<file path="config.mk">
export PLATFORM = sky130hd
export DESIGN_NAME = mac_seq_ctrl
export DESIGN_NICKNAME = d
export VERILOG_FILES = /design/src/rtl/mac_pkg.sv /design/src/rtl/mac_seq_ctrl.sv
export SDC_FILE = /design/constraint.sdc
export NUM_CORES = 1
export LEC_CHECK = 0
export ABC_AREA = 1
export CAP_MARGIN = 40
export CORE_ASPECT_RATIO = 1.2
export CORE_MARGIN = 3
export CORE_UTILIZATION = 48
export CTS_BUF_LIST = sky130_fd_sc_hd__clkbuf_16
export CTS_CLUSTER_SIZE = 14
export DETAILED_ROUTE_END_ITERATION = 8
export GPL_ROUTABILITY_DRIVEN = 1
export PLACE_DENSITY = 0.95
export SYNTH_ARGS = -nofsm -noshare
export SYNTH_HDL_FRONTEND = slang
export SYNTH_SLANG_ARGS = --single-unit
</file>
<file path="constraint.sdc">
create_clock -name clk -period 4.65 [get_ports clk]
set_input_delay 1.395 -clock clk [delete_from_list [all_inputs] [get_ports clk]]
set_output_delay 1.395 -clock clk [all_outputs]
set_load 0.005 [all_outputs]
</file>
<file path="src/rtl/mac_pkg.sv">
// Shared definitions for the mac1 sequencer: FSM states and datapath widths.
package mac_pkg;

  localparam int MAC_DW          = 16;
  localparam int MAC_PW          = 32;
  localparam int MAC_LAT_DEFAULT = 2;

  typedef enum logic [2:0] {
    IDLE,
    CLR,
    RUN,
    DRAIN,
    DONE
  } mac_state_t;

endpackage

</file>
<file path="src/rtl/mac_seq_ctrl.sv">
// Dot-product job sequencer for the shared mac1 datapath.
// Flow: clear the accumulator, stream len operand pairs, flush the MAC
// pipeline with zero terms, then hold the result until it is consumed.
// Every output is a register; the comb block computes next-cycle values.
module mac_seq_ctrl
  import mac_pkg::*;
#(
  parameter int DW      = MAC_DW,
  parameter int PW      = MAC_PW,
  parameter int LEN_W   = 8,
  parameter int MAC_LAT = MAC_LAT_DEFAULT
) (
  input  logic             clk,
  input  logic             rst_n,
  input  logic             start,
  input  logic [LEN_W-1:0] len,
  output logic             busy,
  input  logic             op_valid,
  output logic             op_ready,
  input  logic [DW-1:0]    op_a,
  input  logic [DW-1:0]    op_b,
  output logic             mac_clr,
  output logic             mac_ce,
  output logic [DW-1:0]    mac_a,
  output logic [DW-1:0]    mac_b,
  input  logic [PW-1:0]    mac_p,
  output logic             res_valid,
  input  logic             res_ready,
  output logic [PW-1:0]    res_data
);

  // Drain counter runs 0..MAC_LAT; the final value marks the capture cycle.
  localparam int DCW = (MAC_LAT < 1) ? 1 : $clog2(MAC_LAT + 1);

  mac_state_t       state, state_n;
  logic [LEN_W-1:0] len_q, len_q_n;
  logic [LEN_W-1:0] cnt, cnt_n;
  logic [DCW-1:0]   dcnt, dcnt_n;
  logic             busy_n, op_ready_n, mac_clr_n, mac_ce_n, res_valid_n;
  logic [DW-1:0]    mac_a_n, mac_b_n;
  logic [PW-1:0]    res_data_n;

  // State, counters and all registered outputs.
  always_ff @(posedge clk or negedge rst_n) begin
    if (!rst_n) begin
      state     <= IDLE;
      len_q     <= '0;
      cnt       <= '0;
      dcnt      <= '0;
      busy      <= 1'b0;
      op_ready  <= 1'b0;
      mac_clr   <= 1'b0;
      mac_ce    <= 1'b0;
      mac_a     <= '0;
      mac_b     <= '0;
      res_valid <= 1'b0;
      res_data  <= '0;
    end else begin
      state     <= state_n;
      len_q     <= len_q_n;
      cnt       <= cnt_n;
      dcnt      <= dcnt_n;
      busy      <= busy_n;
      op_ready  <= op_ready_n;
      mac_clr   <= mac_clr_n;
      mac_ce    <= mac_ce_n;
      mac_a     <= mac_a_n;
      mac_b     <= mac_b_n;
      res_valid <= res_valid_n;
      res_data  <= res_data_n;
    end
  end

  // Next-state and next-output decode; pulses default low, data holds.
  always_comb begin
    state_n     = state;
    len_q_n     = len_q;
    cnt_n       = cnt;
    dcnt_n      = dcnt;
    busy_n      = busy;
    op_ready_n  = 1'b0;
    mac_clr_n   = 1'b0;
    mac_ce_n    = 1'b0;
    mac_a_n     = mac_a;
    mac_b_n     = mac_b;
    res_valid_n = res_valid;
    res_data_n  = res_data;
    case (state)
      IDLE: begin
        if (start) begin
          busy_n = 1'b1;
          cnt_n  = '0;
          if (len != '0) begin
            len_q_n   = len;
            mac_clr_n = 1'b1;
            state_n   = CLR;
          end else begin
            // Empty job: nothing to accumulate, report zero without touching the MAC.
            res_data_n  = '0;
            res_valid_n = 1'b1;
            state_n     = DONE;
          end
        end
      end
      CLR: begin
        op_ready_n = 1'b1;
        state_n    = RUN;
      end
      RUN: begin
        op_ready_n = 1'b1;
        if (op_valid && op_ready) begin
          mac_ce_n = 1'b1;
          mac_a_n  = op_a;
          mac_b_n  = op_b;
          cnt_n    = cnt + 1'b1;
          if (cnt_n == len_q) begin
            op_ready_n = 1'b0;
            dcnt_n     = '0;
            state_n    = DRAIN;
          end
        end
      end
      DRAIN: begin
        // First DRAIN cycle issues the last pair; then MAC_LAT zero terms
        // push it through so mac_p is final by the capture cycle.
        if (dcnt == DCW'(MAC_LAT)) begin
          res_data_n  = mac_p;
          res_valid_n = 1'b1;
          state_n     = DONE;
        end else begin
          mac_ce_n = 1'b1;
          mac_a_n  = '0;
          mac_b_n  = '0;
          dcnt_n   = dcnt + 1'b1;
        end
      end
      DONE: begin
        if (res_ready) begin
          res_valid_n = 1'b0;
          busy_n      = 1'b0;
          state_n     = IDLE;
        end
      end
      default: state_n = IDLE;
    endcase
  end

endmodule

</file>
## Word-level counts from Yosys, hierarchy flattened

Cells that the tools add are included.

- Flip-flop bits (word level): 90
- Input port bits: 77
- Output and inout port bits: 69
- Logic and storage cells: 82

- $add $sub $neg: 2
- Equality and inequality tests: 13
- Muxes and demuxes: 39
- Reductions and logical operators: 16

Operators by type and width:

| cell | count |
|---|---|
| 2-to-1 mux 32 bit | 3 |
| one-hot mux 16 bit (2 select lines) | 2 |
| one-hot mux 32 bit (2 select lines) | 1 |
| 2-to-1 mux 16 bit | 3 |
| 2-to-1 mux 3 bit | 6 |
| 2-to-1 mux 8 bit | 2 |
| one-hot mux 8 bit (2 select lines) | 1 |
| one-hot mux 3 bit (5 select lines) | 1 |
| inequality test 2 bit (second input constant) | 7 |
| 2-to-1 mux 1 bit | 12 |
| AND reduction 3 bit | 4 |
| AND reduction 5 bit | 2 |
| adder 8 x 1 -> 8 bit (second input constant) | 1 |
| == test 8 bit | 1 |
| AND reduction 4 bit | 2 |
| nonzero test 2 bit | 4 |
| nonzero test 8 bit | 1 |
| == test 3 x 2 -> 1 bit (second input constant) | 2 |
| 2-to-1 mux 2 bit | 3 |
| one-hot mux 1 bit (2 select lines) | 3 |
| one-hot mux 2 bit (2 select lines) | 1 |
| == test 3 x 1 -> 1 bit (second input constant) | 1 |
| == test 3 bit (second input constant) | 1 |
| logical NOT 3 bit | 1 |
| 5 further kinds | 5 |

## Depth between registers and ports, before layout

Gate-level depths: netlist (run 1).

- Word-level depth: 5
- Depth in mapped cells: 13
- Mapped depth without buffers: 13

## Worst setup path after synthesis (run 1)

No wires, ideal clock.

- Kind: input -> register
- Start point: input len[3]
- End point: register res_data[24]
- Library setup time: 0.121 ns
- Data arrival time: 2.307 ns
- Data required time: 4.529 ns
- Slack: 2.222 ns
- Cell stages on the path: 10
- Buffers on the path: 2
- Path through: nor2_1 nand4_1 nand2_1 o21ai_1 nor2_1 nand2_2 buf_6 buf_6 nand2_2 o21ai_2

- Longest elaborated chain between the ends: 3

Ends and longest elaborated chain:

| element | line | RTL |
|---|---|---|
| start, declared | mac_seq_ctrl.sv:16 | `input logic [LEN_W-1:0] len,` |
| nonzero test 8 bit | mac_seq_ctrl.sv:93 | `if (len != '0) begin` |
| inequality test 2 bit (no source line) | - |  |
| AND reduction 4 bit (no source line) | - |  |
| end signal, assigned | mac_seq_ctrl.sv:70 | `res_data <= res_data_n;` |
| end, declared | mac_seq_ctrl.sv:29 | `output logic [PW-1:0] res_data` |

No other way between the ends.
A chain may end at the register's enable or synchronous reset.

## Worst setup path after layout (run 1)

- Start point: input op_valid
- End point: register dcnt[1]

- Longest elaborated chain between the ends: 3

Ends and longest elaborated chain:

| element | line | RTL |
|---|---|---|
| start, declared | mac_seq_ctrl.sv:18 | `input logic op_valid,` |
| logical AND 1 bit | mac_seq_ctrl.sv:111 | `if (op_valid && op_ready) begin` |
| inequality test 2 bit (no source line) | - |  |
| AND reduction 4 bit (no source line) | - |  |
| end signal, assigned | mac_seq_ctrl.sv:62 | `dcnt <= dcnt_n;` |
| end, declared | mac_seq_ctrl.sv:38 | `logic [DCW-1:0] dcnt, dcnt_n;` |

No other way between the ends.

==> results of run 1 <==
-- how the worst max path moves through the flow --
stage	endpoint	slack [ns]	startpoint
5_1_grt	dcnt[1]	1.47	op_valid
6_report	dcnt[1]	1.62	op_valid
2_1_floorplan	res_data[24]	2.22	len[3]
4_1_cts	dcnt[1]	1.63	op_valid
3_3_place_gp	res_data[17]	1.38	len[1]
3_5_place_dp	dcnt[1]	1.28	op_valid
-- report_power, final --
group	internal (W)	switching [W]	total (W)
sequential	0.00103	0.000162	0.00120
clock	0.000409	0.000283	0.000692
combinational	0.000603	0.000604	0.00121
-- registers in the layout, summed over array words and instances (netlist names) --
signal	count
mac_ce	1
mac_clr	1
mac_b	16
res_valid	1
op_ready	1
res_data	32
state	3
mac_a	16
busy	1
dcnt	2
len_q	8
cnt	8
-- cell families (layout without fill, tap and decap cells) --
family,count (synthesis),count (layout)
simple gates,266,266
xor+xnor,2,2
buf+inv,53,197
fa+ha+maj,2,2
compound gates,52,52
mux,3,3
flops,90,90
-- stage by stage --
step	hold WS, ns	std cells	total power, W	setup slack [ns]	cell area, um^2
global route	0.5115	704	0.003308	1.473	5783
floorplan	0.4588	468	0.001840	2.222	4003
global placement	0.4706	688	0.002345	1.379	5472
CTS	0.4922	704	0.003123	1.627	5783
finish	0.4899	704	0.003096	1.619	5783
detailed placement	0.4783	689	0.002410	1.282	5499
-- metal layers --
layer  track usage  part of all wire  routed length [um]
met1        0.2572              0.39                4089
met2        0.3909              0.51                5394
met3       0.05581             0.082                 855
met4       0.07128             0.014                 148
met5             0                 0                   0
-- area by class of cell --
class	count	area (um^2)	area share
flip-flops and latches	90	2252	0.3894
repair buffers	150	1506	0.2605
multi-input cells	325	1505	0.2603
clock buffers	9	225.2	0.03894
inverters	32	120.1	0.02077
well taps	92	115.1	0.01990
clock inverters	6	58.81	0.01017
-- cell usage in the layout, fill, tap and decap left out, drive strengths merged --
cell type        n
nand2          181
o21bai           1
dfrtp           90
buf              6
nor3             2
clkbuf           9
o22ai            3
nand3b           1
nand3           55
o2bb2ai          1
bufinv           1
clkdlybuf4s50  144
xor2             1
nand4            2
mux2             3
clkinv           3
clkinvlp         2
nor2            23
or2              1
inv             32
and2             1
xnor2            1
o21ai           46
ha               2
o21a             1
-- critical path: stages --
cell and delay (ns):
clkdlybuf4s50_1 0.46, nand2_1 0.08, nor2_2 0.11, buf_4 0.35
inv_2 0.35, nand2_1 0.19, nand2_1 0.12, nand2_1 0.10
o21ai_1 0.07
==> metrics.md, run 1 <==
| Metric | Value |
|---|---|
| # IOs | `146` |
| Slew @ Worst Pin | `0.6650 ns` |
| Post-Syn Area | `0.004003 mm^2` |
| FFs w/ async S/R, synth | `1.000` |
| Pwr Density | `535.3 mW/mm^2` |
| Post-DP HPWL | `7.538 mm` |
| Synth Flop Type | `dfrtp_1` |
| Die span in x | `89.36 um` |
| Final wirelength | `10.49 mm` |
| Fin. max-slew vios | `0` |
| CP Launch Type | `input port` |
| Antenna Nets Post-Route | `0` |
| Number of nets in the layout | `687` |
| Fin crit share | `0.6517` |
| Num CTS Buffers | `9` |
| Number of global-route vias before repair | `3703` |
| Synth Register Bits | `90` |
| GRT Overall Usage | `0.2216` |
| Synth-to-Final Area Change | `44.48%` |
| Crit path kind | `input port to register` |
| Post-Syn Instances | `468` |
| Hold EP | `res_data[8]` |
| Most common cell in the netlist | `nand2_1` |
| Syn avg cell area | `8.553 um^2` |
| Status | `finished, final reports clean` |
| Setup bufs post-CTS | `0` |
| Initial DRC count | `236` |
| Fillers | `559` |
| Clock-pin slew on the worst setup and hold paths | `0.06 ns` |
| Core area | `0.007883 mm^2` |
| PortBufs | `145` |
| CTS tree | `yes` |
| N_diodes | `0` |
| F_max | `0.3300 GHz` |
| Largest area contributor in the netlist | `dfrtp_1` |
| Reg2reg end | `res_data[31]` |
| Max Cap Viol | `0` |
| DIE AREA | `0.009475 mm^2` |
| Largest fanout on the critical path | `38` |
| CTS Hold Buffers Added | `0` |
| Count of flip-flops with a built-in enable after synthesis | `0` |
| Final routed DRC violation total | `0` |
| Worst EP arrival | `3.24 ns` |
| Compound-Gate Fraction of Synth Area | `0.07471` |
| Average wire per standard cell | `14.90 um` |
| Core Util, Final | `0.7337` |
| Hold path cells | `2` |
| Final setup skew | `0.003005 ns` |
| Hold_sp | `res_data[8]` |
| Simple logic cell fraction of the synthesized area | `0.2817` |
| CTS sink count | `90` |
| Clk root buf | `clkbuf_16` |
| Main combinational cell family by area after synthesis | `simple AND/OR/NAND/NOR gates` |
| Share of cells above drive strength 1 | `0.07516` |
| Die height | `106.0 um` |
| FP Rows | `35` |
| Finish-stage setup viols | `0` |
| First drt pass iteration count | `5` |
| Reg2reg start | `state[2]` |
| RSZ-0062 raised after global routing | `false` |
| Total gr overflow | `0` |
| Global-route wire length before repair | `16.67 mm` |
| Mux contribution to synthesized area | `0.008440` |
| Required time of the critical path | `4.86 ns` |
| Largest net degree at the start of global routing | `66` |
| Worst Hold Class | `register to register` |
| Post-DR vias/cell | `5.271` |
| Synthesized Nets | `547` |
| Minimum clock period after layout | `3.031 ns` |
| Worst r2r path cells | `10` |
| Synth Area in XOR/XNOR | `0.004376` |
| Yosys warns | `0` |
| Clk buf depth | `2` |
| Post-Synth Adder-Cell Area | `0.006252` |
| Vias | `3711` |
| CP endpoint kind | `register` |
| Slew margin rel. | `0.5567` |
| Setup_tns | `0 ns` |
| H-tree Lvls | `3` |
| Leakage | `2.664 nW` |
| Initial Utilization | `0.5078` |
| Post-synth top area share | `0.5627` |
| Post-synthesis sequential area ratio | `0.5627` |
| Flop2flop setup slack | `2.37 ns` |
| Final hold violation count | `0` |
| Most common library cells after synthesis | `173 x nand2_1, 90 x dfrtp_1, 55 x nand3_1, 33 x o21ai_1, 25 x inv_1` |
| Initial antenna violation count | `0` |
| RePlAce Congestion | `0.8443` |
| Maximum VDD drop | `0.0003005 V` |
| Post-CTS sizing | `0` |
| Top post-synthesis cells by area | `dfrtp_1 56%, nand2_1 16%, nand3_1 6.9%` |
| Synth unique cells | `29` |
| Worst-Skew Late Latency | `0.33 ns` |
(Power assumes the default switching activity.)
==> inputs of run 2 (changes only) <==
--- a/config.mk
+++ b/config.mk
@@ -9,12 +9,12 @@
 export CAP_MARGIN = 40
 export CORE_ASPECT_RATIO = 1.2
 export CORE_MARGIN = 3
-export CORE_UTILIZATION = 48
+export CORE_UTILIZATION = 40
 export CTS_BUF_LIST = sky130_fd_sc_hd__clkbuf_16
 export CTS_CLUSTER_SIZE = 14
 export DETAILED_ROUTE_END_ITERATION = 8
 export GPL_ROUTABILITY_DRIVEN = 1
-export PLACE_DENSITY = 0.95
+export PLACE_DENSITY = 0.87
 export SYNTH_ARGS = -nofsm -noshare
 export SYNTH_HDL_FRONTEND = slang
 export SYNTH_SLANG_ARGS = --single-unit
==> constraint.sdc (replaced) <==
create_clock -name clk -period 2.68 [get_ports clk]
set_input_delay 0.804 -clock clk [delete_from_list [all_inputs] [get_ports clk]]
set_output_delay 0.804 -clock clk [all_outputs]
set_load 0.005 [all_outputs]
==> run 2 against run 1 <==
  * Power up 77%
  * Routed wire length decreased by 2.4%
  * First-iteration DRC count fell by 11%
  * Non-clock buffer count grew 1
  * Worst setup slack worse by 1.1 ns
  * Register-to-register slack got worse by 1.7 ns
  * Via count fell by 2.1%
  * Critical endpoint is now res_data[22]
  * Largest cell class unchanged
==> metrics.md, run 2 (synthesis results as in run 1) <==
| Metric | Value |
|---|---|
| Status | `finished, final reports clean` |
| Max incr delay on CP | `0.42 ns (-0.04 ns)` |
| Pwr Density | `930.9 mW/mm^2 (+74%)` |
| Initial antenna violation count | `0 (unchanged)` |
| Number of global-route vias before repair | `3744 (+1.1%)` |
| Fin crit share | `0.8002` |
| Worst EP arrival | `2.35 ns (-0.89 ns)` |
| Crit path kind | `input port to register` |
| Combinational Power Share | `0.384 (-0.006)` |
| F_max | `0.4663 GHz` |
| Dpl cell area | `0.005563 mm^2 (+1.2%)` |
| Sw Share | `0.3266 (-0.01225)` |
| Reg2reg start | `state[1]` |
| Global-route wire length before repair | `17.16 mm (+2.9%)` |
| Leakage | `2.697 nW (+1.2%)` |
| Worst hold slack | `0.4743 ns (-0.01559 ns)` |
| Largest fanout on the critical path | `65 (+71%)` |
| Most common cell after layout, fill and taps aside | `nand2_1` |
| Internal | `0.003681 W (+80%)` |
| CP Launch Type | `input port` |
| Critical-path cell with the highest stage delay | `clkdlybuf4s50_1` |
| PortBufs | `145 (unchanged)` |
| Required time of the critical path | `2.89 ns (-1.97 ns)` |
| # IOs | `146 (unchanged)` |
| H-tree Lvls | `3 (unchanged)` |
| Clock-pin slew on the worst setup and hold paths | `0.06 ns (about the same)` |
| Final hold violation count | `0 (unchanged)` |
| Die height | `115.6 um (+9.0%)` |
| Regs by FF count | `res_data (32), mac_a (16), mac_b (16)` |
| Final wirelength | `10.24 mm (-2.4%)` |
| N_diodes | `0 (unchanged)` |
| Number of nets in the layout | `688 (+0.15%)` |
| Final setup skew | `0.004705 ns (+0.001700 ns)` |
| DIE AREA | `0.01125 mm^2 (+19%)` |
| Clk root buf | `clkbuf_16` |
| Sw Pwr | `0.001786 W (+70%)` |
| GRT Overall Usage | `0.1860 (-0.03557)` |
| Vias | `3633 (-2.1%)` |
| Largest net degree at the start of global routing | `66 (unchanged)` |
| Top reg by flops | `res_data` |
| Clk buf depth | `2 (unchanged)` |
| Clock Power Share | `0.236 (+0.012)` |
| Share of cells above drive strength 1 | `0.07655 (+0.001384)` |
| Commonest non-fill, non-tap cells in the layout | `173 x nand2_1, 144 x clkdlybuf4s50_1, 90 x dfrtp_1` |
| Final non-filler cell area | `0.005873 mm^2 (+1.6%)` |
| CTS tree | `yes` |
| Worst Hold Class | `input port to async pin` |
| Initial DRC count | `210 (-11%)` |
| Worst-Skew Late Latency | `0.32 ns (about the same)` |
| Fin. max-slew vios | `0 (unchanged)` |
| CTS sink count | `90 (unchanged)` |
| Post-DR vias/cell | `4.929 (-6.5%)` |
| Average wire per standard cell | `13.89 um (-6.7%)` |
| Finish-stage setup viols | `0 (unchanged)` |
| Largest register FFs | `32 (unchanged)` |
| Synth-to-Final Area Change | `46.73%` |
| RSZ-0062 raised after global routing | `false` |
| Slew margin rel. | `0.6087 (+0.05205)` |
| Die span in x | `97.32 um (+8.9%)` |
| Setup_tns | `0 ns (unchanged)` |
| Num CTS Buffers | `9 (unchanged)` |
| Minimum clock period after layout | `2.145 ns` |
| Antenna Nets Post-Route | `0 (unchanged)` |
| Maximum VDD drop | `0.0004957 V (+65%)` |
| Initial Utilization | `0.4143 (-0.09351)` |
| Setup bufs post-CTS | `0 (unchanged)` |
| Total gr overflow | `0 (unchanged)` |
| Reg power frac | `0.379 (-0.008)` |
| CTS Hold Buffers Added | `0 (unchanged)` |
| Post-CTS sizing | `0 (unchanged)` |
| CP endpoint kind | `register` |
| Max Cap Viol | `0 (unchanged)` |
| Post-DP HPWL | `7.548 mm (+0.14%)` |
| Setup crit start | `len[1]` |
| FP Rows | `39 (+11%)` |
| Critical path, cell by cell | `clkdlybuf4s50_1 -> nor2_1 -> nand4_1 -> nand2_1 -> o21ai_1 -> nor2_1 -> nand2_2 -> buf_12 -> nand2_1 -> o21ai_1` |
| Slew @ Worst Pin | `0.5860 ns (-0.07893 ns)` |
| Final routed DRC violation total | `0 (unchanged)` |
| RePlAce Congestion | `0.8180 (-3.1%)` |
| Core area | `0.009662 mm^2 (+23%)` |
| First drt pass iteration count | `4 (-1)` |
run 2: through the flow:
stage	cells	util	worst slack [ns]	power, W
2_1_floorplan	468	-	0.8427	0.003193
3_3_place_gp	721	0.5758	0.2047	0.004125
3_5_place_dp	721	0.5758	0.2010	0.004212
4_1_cts	737	0.6079	0.5544	0.005541
5_1_grt	737	0.6079	0.3586	0.005870
6_report	737	0.6079	0.5355	0.005467
run 2: final timing paths:
| kind | to | slack, ns | depth (start not counted) |
|---|---|---|---|
| worst max-delay path | res_data[22] | 0.54 | 10 |
| worst min-delay path | res_data[5] | 0.47 | 1 |
| worst max register to register | res_data[22] | 0.64 | 11 |
| worst min register to register | res_data[9] | 0.49 | 2 |
| max in group asynchronous | dcnt[0] | 1.56 | 2 |
| min in group clk | res_data[9] | 0.49 | 2 |
run 2: final cells by class:
type	instances	area [um^2]
Clock inverter	7	85.08
Timing Repair Buffer	151	1531
Clock buffer	9	225.2
Sequential cell	90	2252
Inverter	32	120.1
Multi-Input combinational cell	325	1505
Tap cell	123	153.9
Fill cell	803	3789
run 2: layer usage:
layer	GRT usage	share of wire	vias up
met5	0	0	-
met3	0.05479	0.082	15
met2	0.3227	0.50	144
met1	0.2241	0.41	1690
met4	0.06279	0.013	0
li1	-	-	1784
run 2: power by group through the flow:
stage | registers (W) | clock network [W] | logic (W)
floorplan | 0.00208 | 0 | 0.00111
global placement | 0.00207 | 0 | 0.00205
detailed placement | 0.00209 | 0 | 0.00212
CTS | 0.00207 | 0.00134 | 0.00213
global route | 0.00212 | 0.00139 | 0.00236
finish | 0.00207 | 0.00129 | 0.00210
run 2: critical path: cells and delay by family:
kind | cells | cell delay (ns)
buffers and inverters | 2 | 0.62
AOI/OAI and AO/OA | 2 | 0.13
and+or+nand+nor | 6 | 0.75
==> inputs of run 3 (changes only) <==
==> constraint.sdc (replaced) <==
create_clock -name clk -period 1.9 [get_ports clk]
set_input_delay 0.57 -clock clk [delete_from_list [all_inputs] [get_ports clk]]
set_output_delay 0.57 -clock clk [all_outputs]
set_load 0.005 [all_outputs]
==> run 3 against run 2 <==
  * Final area is 5.4% higher
  * Clock power is 43% higher
  * Die area stayed put
  * Sequential share of layout area is 1.9 points lower
  * Register-to-register slack worse by 0.55 ns
  * Critical path depth stayed put
  * Final cell count is 3.0% higher
  * Utilization is 3.3 points higher
  * Sequential power is 41% higher
  * Routed wire length is 9.8% higher
  * Clock skew is 0.0011 ns higher
  * Critical path type unchanged
  * Largest cell class unchanged
  * Highest routed layer unchanged
==> metrics.md, run 3 (synthesis results as in run 1) <==
| Metric | Value |
|---|---|
| Fillers | `775 (-3.5%)` |
| Setup ws final | `0.05888 ns (-0.4766 ns)` |
| Largest register FFs | `32 (unchanged)` |
| Total gr overflow | `0 (unchanged)` |
| Synth-to-Final Area Change | `54.61%` |
| Number of global-route vias before repair | `3687 (-1.5%)` |
| PortBufs | `145 (unchanged)` |
| Post-DP HPWL | `7.400 mm (-2.0%)` |
| Clock-pin slew on the worst setup and hold paths | `0.06 ns (about the same)` |
| Final hold violation count | `0 (unchanged)` |
| Worst-Skew Late Latency | `0.34 ns (+0.02 ns)` |
| Clk buf depth | `2 (unchanged)` |
| Non-filler cells, final | `759 (+3.0%)` |
| Die height | `115.6 um (unchanged)` |
| Final routed DRC violation total | `0 (unchanged)` |
| Placed insts | `731 (+1.4%)` |
| Core area | `0.009662 mm^2 (unchanged)` |
| Final setup skew | `0.005853 ns (+0.001148 ns)` |
| Final wirelength | `11.24 mm (+9.8%)` |
| Required time of the critical path | `2.12 ns (-0.77 ns)` |
| FP Rows | `39 (unchanged)` |
| CP endpoint kind | `register` |
| Slew margin rel. | `0.6812 (+0.07244)` |
| RePlAce Congestion | `0.8512 (+4.1%)` |
| Fin. max-slew vios | `0 (unchanged)` |
| F_max | `0.5431 GHz` |
| Worst EP arrival | `2.06 ns (-0.29 ns)` |
| Vias | `3771 (+3.8%)` |
| Post-DR vias/cell | `4.968 (+0.79%)` |
| DIE AREA | `0.01125 mm^2 (unchanged)` |
| CTS Hold Buffers Added | `0 (unchanged)` |
| Commonest non-fill, non-tap cells in the layout | `171 x nand2_1, 139 x clkdlybuf4s50_1, 89 x dfrtp_1` |
| CTS sink count | `90 (unchanged)` |
| Regs by FF count | `res_data (32), mac_a (16), mac_b (16)` |
| First drt pass iteration count | `4 (unchanged)` |
| Global-route wire length before repair | `16.88 mm (-1.6%)` |
| Flop2flop setup slack | `0.09 ns (-0.55 ns)` |
| Tot Pwr | `0.008574 W (+57%)` |
| H-tree Lvls | `3 (unchanged)` |
| Clk root buf | `clkbuf_16` |
| Largest net degree at the start of global routing | `91 (+38%)` |
| Crit path kind | `input port to register` |
| Worst Hold Class | `input port to async pin` |
| Slew @ Worst Pin | `0.4782 ns (-0.1078 ns)` |
| CP Launch Type | `input port` |
| Average wire per standard cell | `14.81 um (+6.6%)` |
| # IOs | `146 (unchanged)` |
| Setup WS pre-CTS | `-0.3426 ns (-0.5436 ns)` |
| Top reg by flops | `res_data` |
| Die span in x | `97.32 um (unchanged)` |
| Pwr Density | `1386 mW/mm^2 (+49%)` |
| Register area | `0.002253 mm^2 (about the same)` |
| Initial DRC count | `202 (-3.8%)` |
| Leakage | `2.896 nW (+7.4%)` |
| Share of cells above drive strength 1 | `0.1321 (+0.05553)` |
| Number of nets in the layout | `710 (+3.2%)` |
| N_diodes | `0 (unchanged)` |
| Initial antenna violation count | `0 (unchanged)` |
| Area of the multi-input gates | `0.001545 mm^2 (+2.7%)` |
| Finish-stage setup viols | `0 (unchanged)` |
| Status | `finished, final reports clean` |
| GRT Overall Usage | `0.1862 (+0.0001867)` |
| Fin crit share | `0.9690` |
| Num CTS Buffers | `9 (unchanged)` |
| Largest fanout on the critical path | `8 (-88%)` |
| Most common cell after layout, fill and taps aside | `nand2_1` |
| CTS tree | `yes` |
| Minimum clock period after layout | `1.841 ns` |
| Antenna Nets Post-Route | `0 (unchanged)` |
| Maximum VDD drop | `0.0006400 V (+29%)` |
| Max Cap Viol | `0 (unchanged)` |
| Initial Utilization | `0.4143 (unchanged)` |
[run 3: changes by cell type in the layout (fill, tap and decap cells not counted), sizes merged]
cell and delta:
clkdlybuf4s50 -5, clkbuf +4, buf +18, dlymetal6s2s +5
[run 3: area by class of cell]
| type | count | area share |
|---|---|---|
| repair buffers | 173 | 0.2913 |
| flip-flops and latches | 90 | 0.3641 |
| clock inverters | 7 | 0.01375 |
| clock buffers | 9 | 0.03639 |
| well taps | 123 | 0.02487 |
| inverters | 32 | 0.01981 |
| multi-input cells | 325 | 0.2497 |
[run 3: worst paths after layout]
kind,endpoint,cells after the start,from
max in group asynchronous,mac_a[12],2,rst_n
setup reg to reg,res_data[0],11,state[1]
hold reg to reg,mac_a[7],2,mac_a[7]
min in group clk,mac_a[7],2,mac_a[7]
setup / recovery,res_data[0],10,len[2]
hold / removal,res_data[5],2,rst_n
[run 3: layer usage]
metal / GRT usage / wire (um)
met2: 0.3237 / 5651
met3: 0.05719 / 851
met1: 0.2118 / 4446
met4: 0.08772 / 294
met5: 0 / 0
[run 3: per-stage QoR]
step | setup TNS (ns) | hold slack (ns) | utilization | area, um^2
2_1_floorplan | 0 | 0.2744 | - | 4003
4_1_cts | 0 | 0.2884 | 0.6156 | 5948
3_3_place_gp | -11.21 | 0.4722 | 0.5835 | 5638
6_report | 0 | 0.2673 | 0.6405 | 6188
3_5_place_dp | -12.72 | 0.4792 | 0.5835 | 5638
5_1_grt | -0.09533 | 0.3009 | 0.6405 | 6188
[run 3: report_power, final]
part           switching [W]  total [W]  internal (W)
registers           0.000384    0.00292       0.00253
logic                0.00175    0.00380       0.00205
clock network       0.000714    0.00185       0.00114
total                0.00285    0.00857       0.00572
[run 3: worst max-delay path: stages]
cell	delay [ns]
clkdlybuf4s50_1	0.43
nor2_2	0.12
nand4_1	0.10
nand2_1	0.08
o21ai_1	0.07
nor2_2	0.16
nand2_4	0.17
clkbuf_16	0.20
nand2_1	0.06
o21ai_1	0.07
[run 3: timing repair]
item / 4_1_cts / 5_1_grt
gates resized for setup: 0 / 25
endpoints found under the setup margin: 0 / 38
buffers inserted: 0 / 5
==> RTL edit: new RTL, config.mk and constraints of run 2 <==
Change the parameter `LEN_W` from 8 to 4.
--- a/src/rtl/mac_seq_ctrl.sv
+++ b/src/rtl/mac_seq_ctrl.sv
@@ -9,3 +9,3 @@
   parameter int PW      = MAC_PW,
-  parameter int LEN_W   = 8,
+  parameter int LEN_W   = 4,
   parameter int MAC_LAT = MAC_LAT_DEFAULT
Ports: changed (resized len); port bits go from 146 to 142. The function was not compared with the original's and may differ.
==> RTL edit against run 2 <==
- sequential cell count down 8
- final area down 8.8%
- non-clock buffer count down 2
- synthesized area down 13%
- power down 0.75%
- setup slack worse by 240 ps
- sequential share of layout area about the same
- fmax down 10%
- wire length down 0.37%
==> RTL edit: results <==
[outcome]
status = "finished clean"

[global_route]
antenna_found_initial = 0
grt_use_met2 = 0.389
grtUsageMet3 = 0.0285
grt_pass1_wl_mm = 16.6
grt_pass1_vias = 3436
track_usage = 0.212
gr-usage-met1 = 0.244
grt_max_degree = 46

[placement]
dp_hpwl_mm = 7.34
port_buffers = 141
dpl.cell_count = 648
gp_congestion = 0.804
pre_cts_ws_ps = 187

[final_layout]
reg.largest.list = "res_data: 32 flops, mac_a: 16 flops, mac_b: 16 flops"
nFillCells = 683
fin_cells = 664
final_layout_size_suffix_gt1_frac = 0.0636
nets = 620
antenna_cells = 0

[power]
pg_seq_w = 0.00195
leakagePower_nw = 2.62
p_int_w = 0.00360
p_clk_w = 0.00131
ir_drop_uv = 433

[drt]
drt_first_pass_iters = 4
first_iter_violations = 209
vias = 3313
wl_met3_um = 367
drt-met1-wl_mm = 4.12
drt-total-wl_mm = 10.2
route.met2.wl_mm = 5.47
top_layer = "met4"

[logic_synthesis]
synth_nets = 481
yosys_warnings = 0
yosysSeqAreaShare = 0.586
async_flop_share = 1.00
yosys-top-cells-count = "nand2_1 (144), nand3_1 (106), dfrtp_1 (82)"
synth_top_family_by_area = "simple AND/OR/NAND/NOR gates"
synthAdderAreaFrac = 0.00715
syn_avg_cell_area_um2 = 8.63
synth_compound_area_frac = 0.0189
yosys-top-cells-area = "dfrtp_1 (59%), nand2_1 (15%), nand3_1 (15%)"
synth_xor_area_frac = 0.00250
ys.flop_type = "dfrtp_1"
synth.mux.area_fraction = 0.00322
synth_cell_types = 23

[clock_tree]
clk_path_buf_depth = 2
clock_latency_ps = 340
clk_pin_slew_ps = 60
h-tree-depth = 3
clock-root-buffer = "clkbuf_16"
cts_buffers = 9

[worst_hold_path]
min_path_type = "primary input to async pin"

[timing]
finClkSkew_ps = 8.33
tightest_slew_ps = 570

[worst_setup_path]
ff2ff_path_depth = 8
crit_path_max_fanout = 34
cp.arrival_ps = 2650
==> RTL edit: cell count changes after synthesis, sizes merged, moves of 2 or more <==
cell | before | now
o21ai | 46 | 9
nand2 | 181 | 145
buf | 13 | 10
dfrtp | 90 | 82
nand3 | 55 | 106
inv | 32 | 20
clkbuf | 8 | 11
mux2 | 3 | 1
nor2 | 23 | 11
==> RTL edit: final cells by class <==
type	instances	area [µm²]	share of cell area
clock buffers	9	225	0.0421
repair buffers	149	1480	0.277
inverters	20	76.3	0.0143
multi-input cells	283	1280	0.240
well taps	114	143	0.0266
flip-flops and latches	82	2050	0.383
clock inverters	7	93.8	0.0175
==> RTL edit: through the flow <==
stage	power, W	area [µm²]
floorplan	0.00295	3500
global placement	0.00404	5030
detailed placement	0.00413	5030
CTS	0.00547	5350
global route	0.00577	5350
finish	0.00543	5350
==> RTL edit: critical path, stage by stage (launching register included) <==
cell and delay (ps):
dfrtp_1 450, nor3_4 240, inv_2 260, nor2_2 210, clkinv_2 420, nand2_4 360
buf_12 190, nand3_1 70, nand2_1 100
==> RTL edit: path summary, 6_finish.rpt <==
kind	start	end	slack, ps
worst min-delay path	rst_n	res_data[4]$_DFFE_PN0P_	460
worst max-delay path	state[2]$_DFFE_PN0P_	mac_b[10]$_DFFE_PN0P_	300
worst max register to register	state[2]$_DFFE_PN0P_	mac_b[10]$_DFFE_PN0P_	300
max in group asynchronous	rst_n	mac_a[9]$_DFFE_PN0P_	1580
min in group clk	res_data[12]$_DFFE_PN0P_	res_data[12]$_DFFE_PN0P_	480
worst min register to register	res_data[12]$_DFFE_PN0P_	res_data[12]$_DFFE_PN0P_	480
==> RTL edit: timing repair <==
action / in CTS / in global routing
setup endpoints to repair: 0 / 6
hold endpoints to repair: 0 / 0
resized for setup: 0 / 2
